$ cat src/rtl/sprite_layer_mixer.sv
// Player/enemy sprite mixer sharing one synchronous sprite ROM over two slots.
// Optional SPRITE_COLLISION_EN adds a per-frame player/enemy overlap flag.
module sprite_layer_mixer #(
  parameter int ROM_AW      = 17,
  parameter int ROM_DW      = 4,
  parameter int ROM_LATENCY = 1,
  parameter int ENEMY_BASE  = 30720,
  parameter logic [ROM_DW-1:0] TRANSPARENT = ROM_DW'(0)
) (
  input  logic              Clk,
  input  logic              Reset_n,
  input  logic              Pix_En,
  input  logic              Frame_Start,
  input  logic              Player_Is_Obj,
  input  logic [15:0]       Player_Addr,
  input  logic              Enemy_Is_Obj,
  input  logic [15:0]       Enemy_Addr,
  input  logic [ROM_DW-1:0] Bg_Index,
  output logic [ROM_AW-1:0] Rom_Addr,
  input  logic [ROM_DW-1:0] Rom_Data,
  output logic [ROM_DW-1:0] Pixel_Index,
  output logic [1:0]        Pixel_Src,
  output logic              Pixel_Valid,
  output logic              Overrun,
  output logic              Collision
);

  localparam int L = ROM_LATENCY;

  typedef struct packed {
    logic              a;
    logic              b;
    logic              obj;
    logic [ROM_DW-1:0] bg;
  } tag_t;

  tag_t              tags [0:L];
  tag_t              td;
  logic              slot_a;
  logic              ovr;
  logic              accept;
  logic [15:0]       e_addr;
  logic              e_obj;
  logic [ROM_DW-1:0] e_bg;
  logic [ROM_DW-1:0] p_data;
  logic              p_opq;
  logic [ROM_DW-1:0] d_val;
  logic              d_opq;
  logic              hit;

  assign accept  = Pix_En & ~slot_a;
  assign Overrun = ovr | (Pix_En & slot_a);
  assign td      = tags[L];
  assign d_val   = td.obj ? Rom_Data : TRANSPARENT;
  assign d_opq   = d_val != TRANSPARENT;
  assign hit     = td.b & p_opq & d_opq;

  // Tags ride alongside each ROM cycle so returning data knows its slot.
  always_ff @(posedge Clk or negedge Reset_n) begin
    if (!Reset_n) begin
      Rom_Addr <= '0;
      slot_a   <= 1'b0;
      ovr      <= 1'b0;
      e_addr   <= '0;
      e_obj    <= 1'b0;
      e_bg     <= '0;
      for (int k = 0; k <= L; k++) tags[k] <= '0;
    end else begin
      slot_a <= accept;
      if (Pix_En && slot_a) ovr <= 1'b1;
      for (int k = 1; k <= L; k++) tags[k] <= tags[k-1];
      if (accept) begin
        Rom_Addr <= Player_Is_Obj ? ROM_AW'(Player_Addr) : '0;
        tags[0]  <= '{a: 1'b1, b: 1'b0, obj: Player_Is_Obj, bg: '0};
        e_addr   <= Enemy_Addr;
        e_obj    <= Enemy_Is_Obj;
        e_bg     <= Bg_Index;
      end else if (slot_a) begin
        Rom_Addr <= e_obj ? ROM_AW'(e_addr) + ROM_AW'(ENEMY_BASE) : '0;
        tags[0]  <= '{a: 1'b0, b: 1'b1, obj: e_obj, bg: e_bg};
      end else begin
        Rom_Addr <= '0;
        tags[0]  <= '0;
      end
    end
  end

  always_ff @(posedge Clk or negedge Reset_n) begin
    if (!Reset_n) begin
      p_data      <= '0;
      p_opq       <= 1'b0;
      Pixel_Index <= '0;
      Pixel_Src   <= 2'd0;
      Pixel_Valid <= 1'b0;
    end else begin
      Pixel_Valid <= td.b;
      if (td.a) begin
        p_data <= d_val;
        p_opq  <= d_opq;
      end
      if (td.b) begin
        if (p_opq) begin
          Pixel_Index <= p_data;
          Pixel_Src   <= 2'd2;
        end else if (d_opq) begin
          Pixel_Index <= d_val;
          Pixel_Src   <= 2'd1;
        end else begin
          Pixel_Index <= td.bg;
          Pixel_Src   <= 2'd0;
        end
      end
    end
  end

`ifdef SPRITE_COLLISION_EN
  logic [16:0] coll_cnt;

  always_ff @(posedge Clk or negedge Reset_n) begin
    if (!Reset_n) begin
      coll_cnt  <= '0;
      Collision <= 1'b0;
    end else if (Frame_Start) begin
      Collision <= coll_cnt != '0;
      coll_cnt  <= hit ? 17'd1 : 17'd0;
    end else if (hit && coll_cnt != '1) begin
      coll_cnt <= coll_cnt + 17'd1;
    end
  end
`else
  logic unused_frame;
  assign unused_frame = Frame_Start ^ hit;
  assign Collision    = 1'b0;
`endif

endmodule
$ cat config.mk
export PLATFORM = sky130hd
export DESIGN_NAME = sprite_layer_mixer
export DESIGN_NICKNAME = d
export VERILOG_FILES = /design/src/rtl/sprite_layer_mixer.sv
export SDC_FILE = /design/constraint.sdc
export NUM_CORES = 1
export LEC_CHECK = 0
export BUFFER_PORTS_ARGS = -buffer_cell sky130_fd_sc_hd__buf_4
export CAP_MARGIN = 5
export CORE_MARGIN = 5
export CORE_UTILIZATION = 54
export CTS_CLUSTER_SIZE = 8
export DETAILED_ROUTE_END_ITERATION = 8
export PLACE_DENSITY = 0.83
export SYNTH_ARGS = -nofsm -noshare
export SYNTH_HDL_FRONTEND = slang
export SYNTH_SLANG_ARGS = --single-unit
$ cat constraint.sdc
create_clock -name Clk -period 3.8 [get_ports Clk]
set_input_delay 0 -clock Clk [delete_from_list [all_inputs] [get_ports Clk]]
set_output_delay 0 -clock Clk [all_outputs]
set_load 0.01 [all_outputs]
==> flow_summary.json <==
{
  "io_pins": 72,
  "skew_ns": 0.004329,
  "netSwitchingFraction": 0.2446,
  "synth.distinct_cells": 29,
  "dr_total_vias": 1814,
  "rows": 24,
  "cts_resized": 0,
  "intPower_mw": 1.273,
  "drv_cap": 0,
  "n_antenna_cell": 0,
  "postSynthAreaPerCell_sq_um": 13.71,
  "die_x_um": 77.43,
  "path_clk_slew_ns": 0.06,
  "hold_viol_final": 0,
  "syn-instance-count": 179,
  "syn_area_sq_um": 2455,
  "firstDrtPassIters": 4,
  "grt_overflow": 0,
  "port_buffers": 69,
  "setup_viol": 0,
  "finalNetCount": 338,
  "pwr-share-comb": 0.169,
  "grt_use_total": 0.2100,
  "grt_max_degree": 66,
  "cts_buffer_depth": 2,
  "cellPowerDensity_nw_per_um2": 468.8,
  "clockPowerShare": 0.343,
  "ys_warn_count": 0,
  "place_area_sq_um": 2968,
  "synth_seq_cells": 65,
  "min_path_type": "primary input to flop",
  "dr.first_iter.drc_count": 118,
  "wl_per_cell_um": 17.26,
  "mappedNetlistNets": 226,
  "ys_async_sr_fraction": 1.000,
  "final_antenna_net_count": 0,
  "slew_violations": 0,
  "area_growth_pct": 46.38,
  "route.detailed.drc": 0,
  "p_leak_nw": 1.732,
  "ys.flop_type": "dfrtp_1",
  "crit_arrival_ns": 2.19,
  "relSlewSlack": 0.4837,
  "seq_area_frac_synth": 0.6626,
  "status": "finished clean",
  "pre_cts_slack_ns": 1.907,
  "cp.required_ns": 4.06,
  "cts_buffers": 9,
  "yosysTopAreaCell": "dfrtp_1",
  "grt_pass1_vias": 1937,
  "synthMostInstantiatedCell": "dfrtp_1",
  "routabilityCongestion": 0.7997,
  "netlist_top_cells_area": "dfrtp_1 (66%), mux2_2 (9.2%), a22o_1 (5.7%), o21ai_0 (2.2%), a21bo_2 (1.6%)",
  "fp.dieArea_sq_um": 5995,
  "core_area_sq_um": 4384,
  "grt_setup_unrepaired": "false",
  "final_layout_size_suffix_gt1_frac": 0.3763,
  "wirelength_um": 5988,
  "endpoint_kind": "flop",
  "synthTopCellsByCount": "dfrtp_1 (65), mux2_2 (20), a22o_1 (16), o21ai_0 (11), inv_1 (9)",
  "ctsRootBufferMaster": "clkbuf_8",
  "start_kind": "flop",
  "p_sw_mw": 0.4121,
  "grt_pass1_wl_um": 9563,
  "die_h_um": 77.43,
  "path_class": "flop to flop",
  "detail_route.vias_per_cell": 5.228,
  "synth_edf_count": 0,
  "hpwlAfterDp_um": 3394,
  "period_share": 0.5085,
  "vdd_ir_drop_max_uv": 397.9,
  "total_power_mw": 1.685,
  "tightestPinTransition_ns": 0.7745,
  "final_area_sq_um": 3593,
  "min_period_ns": 1.932,
  "synth_top_area_share": 0.6626,
  "utilization": 0.8196,
  "start_util": 0.5599,
  "htree_levels": 3,
  "setup_tns_ns": 0,
  "fin_ws_ns": 1.868,
  "cts_setup_buffers": 0,
  "cts_sinks": 65,
  "clk_latency_ns": 0.33,
  "clock.fmax_mhz": 517.5,
  "power_frac_seq": 0.489,
  "cts_tree": "built",
  "antenna_found_initial": 0,
  "fillerInstances": 237,
  "cp_max_fo": 17
}
==> through the flow <==
| stage | cells | hold slack (ns) |
|---|---|---|
| finish | 347 | 0.1788 |
| global route | 347 | 0.1855 |
| CTS | 347 | 0.1527 |
| detailed placement | 289 | 0.1311 |
| global placement | 289 | 0.1312 |
| floorplan | 179 | -0.2956 |
==> final cells by class <==
class                   instances  area [sq um]  area share
flip-flops and latches         65          1627      0.4526
repair buffers                113         955.9      0.2660
multi-input cells              93         716.9      0.1995
clock buffers                  12         155.1     0.04318
well taps                      52         65.06     0.01811
clock inverters                 3         40.04     0.01114
inverters                       9         33.78    0.009401
==> layer usage <==
metal | track usage | up-vias | part of all wire | routed length [um]
met3 | 0.05440 | 18 | 0.049 | 294
met1 | 0.2343 | 890 | 0.38 | 2272
met2 | 0.3594 | 64 | 0.53 | 3194
met5 | 0 | - | 0 | 0
met4 | 0.1254 | 0 | 0.038 | 227
li1 | - | 842 | - | -
==> critical path, stage by stage, from the launching register on <==
cell and delay, ns:
dfrtp_1 0.48, nor2b_2 0.56, buf_4 0.34, and2_4 0.30, a22o_1 0.18
==> power by group through the flow <==
| stage | combinational, mW | clock (mW) | sequential (mW) |
|---|---|---|---|
| after global placement | 0.238 | 0 | 0.830 |
| after CTS | 0.281 | 0.589 | 0.823 |
| after floorplan | 0.121 | 0 | 0.835 |
| final | 0.284 | 0.577 | 0.823 |
| after detailed placement | 0.243 | 0 | 0.835 |
| after global routing | 0.310 | 0.607 | 0.833 |
==> flip-flops by register name, summed over array words and instances (netlist names) <==
signal and flops:
p_data 4, Rom_Addr 17, p_opq 1, slot_a 1, Pixel_Index 4, e_bg 4
Pixel_Src 2, ovr 1, e_addr 16, Pixel_Valid 1, tags 13, e_obj 1
==> cells in the final DEF (no fill, tap or decap) <==
| cell | netlist | final |
|---|---|---|
| buf_4 | 1 | 70 |
| dfrtp_1 | 65 | 65 |
| dlygate4sd3_1 | 0 | 43 |
| mux2_2 | 20 | 20 |
| a22o_1 | 16 | 16 |
| o21ai_0 | 11 | 11 |
| clkbuf_8 | 0 | 11 |
| inv_1 | 9 | 9 |
| and2_1 | 5 | 5 |
| nand2_1 | 5 | 5 |
| nor2_1 | 5 | 5 |
| a21bo_2 | 4 | 4 |
| a31oi_1 | 4 | 4 |
| o22ai_1 | 4 | 4 |
| nand3_1 | 4 | 4 |
| xnor2_1 | 2 | 2 |
| a21o_1 | 2 | 2 |
| clkinv_2 | 0 | 2 |
| nor2b_2 | 1 | 1 |
| and2_4 | 1 | 1 |
| or2_2 | 1 | 1 |
| nor3b_1 | 1 | 1 |
| nor3_1 | 1 | 1 |
| xor2_1 | 1 | 1 |
| a21oi_1 | 1 | 1 |
| o41ai_1 | 1 | 1 |
| mux2i_1 | 1 | 1 |
| ha_1 | 1 | 1 |
| conb_1 | 1 | 1 |
| bufinv_16 | 0 | 1 |
| clkbuf_1 | 3 | 1 |
==> final timing paths <==
check	startpoint	end	slack (ns)	cells after the start
min in group asynchronous	Reset_n	Pixel_Index[0]	0.30	2
max reg2reg	slot_a	Rom_Addr[2]	1.87	4
min reg2reg	tags[8]	tags[1]	0.35	0
max	slot_a	Rom_Addr[2]	1.87	4
min	Player_Is_Obj	tags[11]	0.18	3
max in group asynchronous	Reset_n	Pixel_Src[0]	3.00	2
==> repair_timing <==
item                       CTS  global route
hold endpoints to repair   111             0
hold buffers                43             0
setup endpoints to repair    0             0
==> cell families (layout without fill, tap and decap cells) <==
kind of cell | Yosys count | in the layout | share of synthesized area
flip-flops | 65 | 65 | 0.6626
multiplexers | 21 | 21 | 0.09582
adder cells (fa/ha/maj) | 1 | 1 | 0.005096
XOR/XNOR | 3 | 3 | 0.01071
buffers and inverters | 21 | 137 | 0.04536
AND/OR/NAND/NOR | 24 | 24 | 0.05097
other | 1 | 1 | 0.001528
AO/OA/AOI/OAI | 43 | 43 | 0.1279
(Power assumes the default switching activity.)
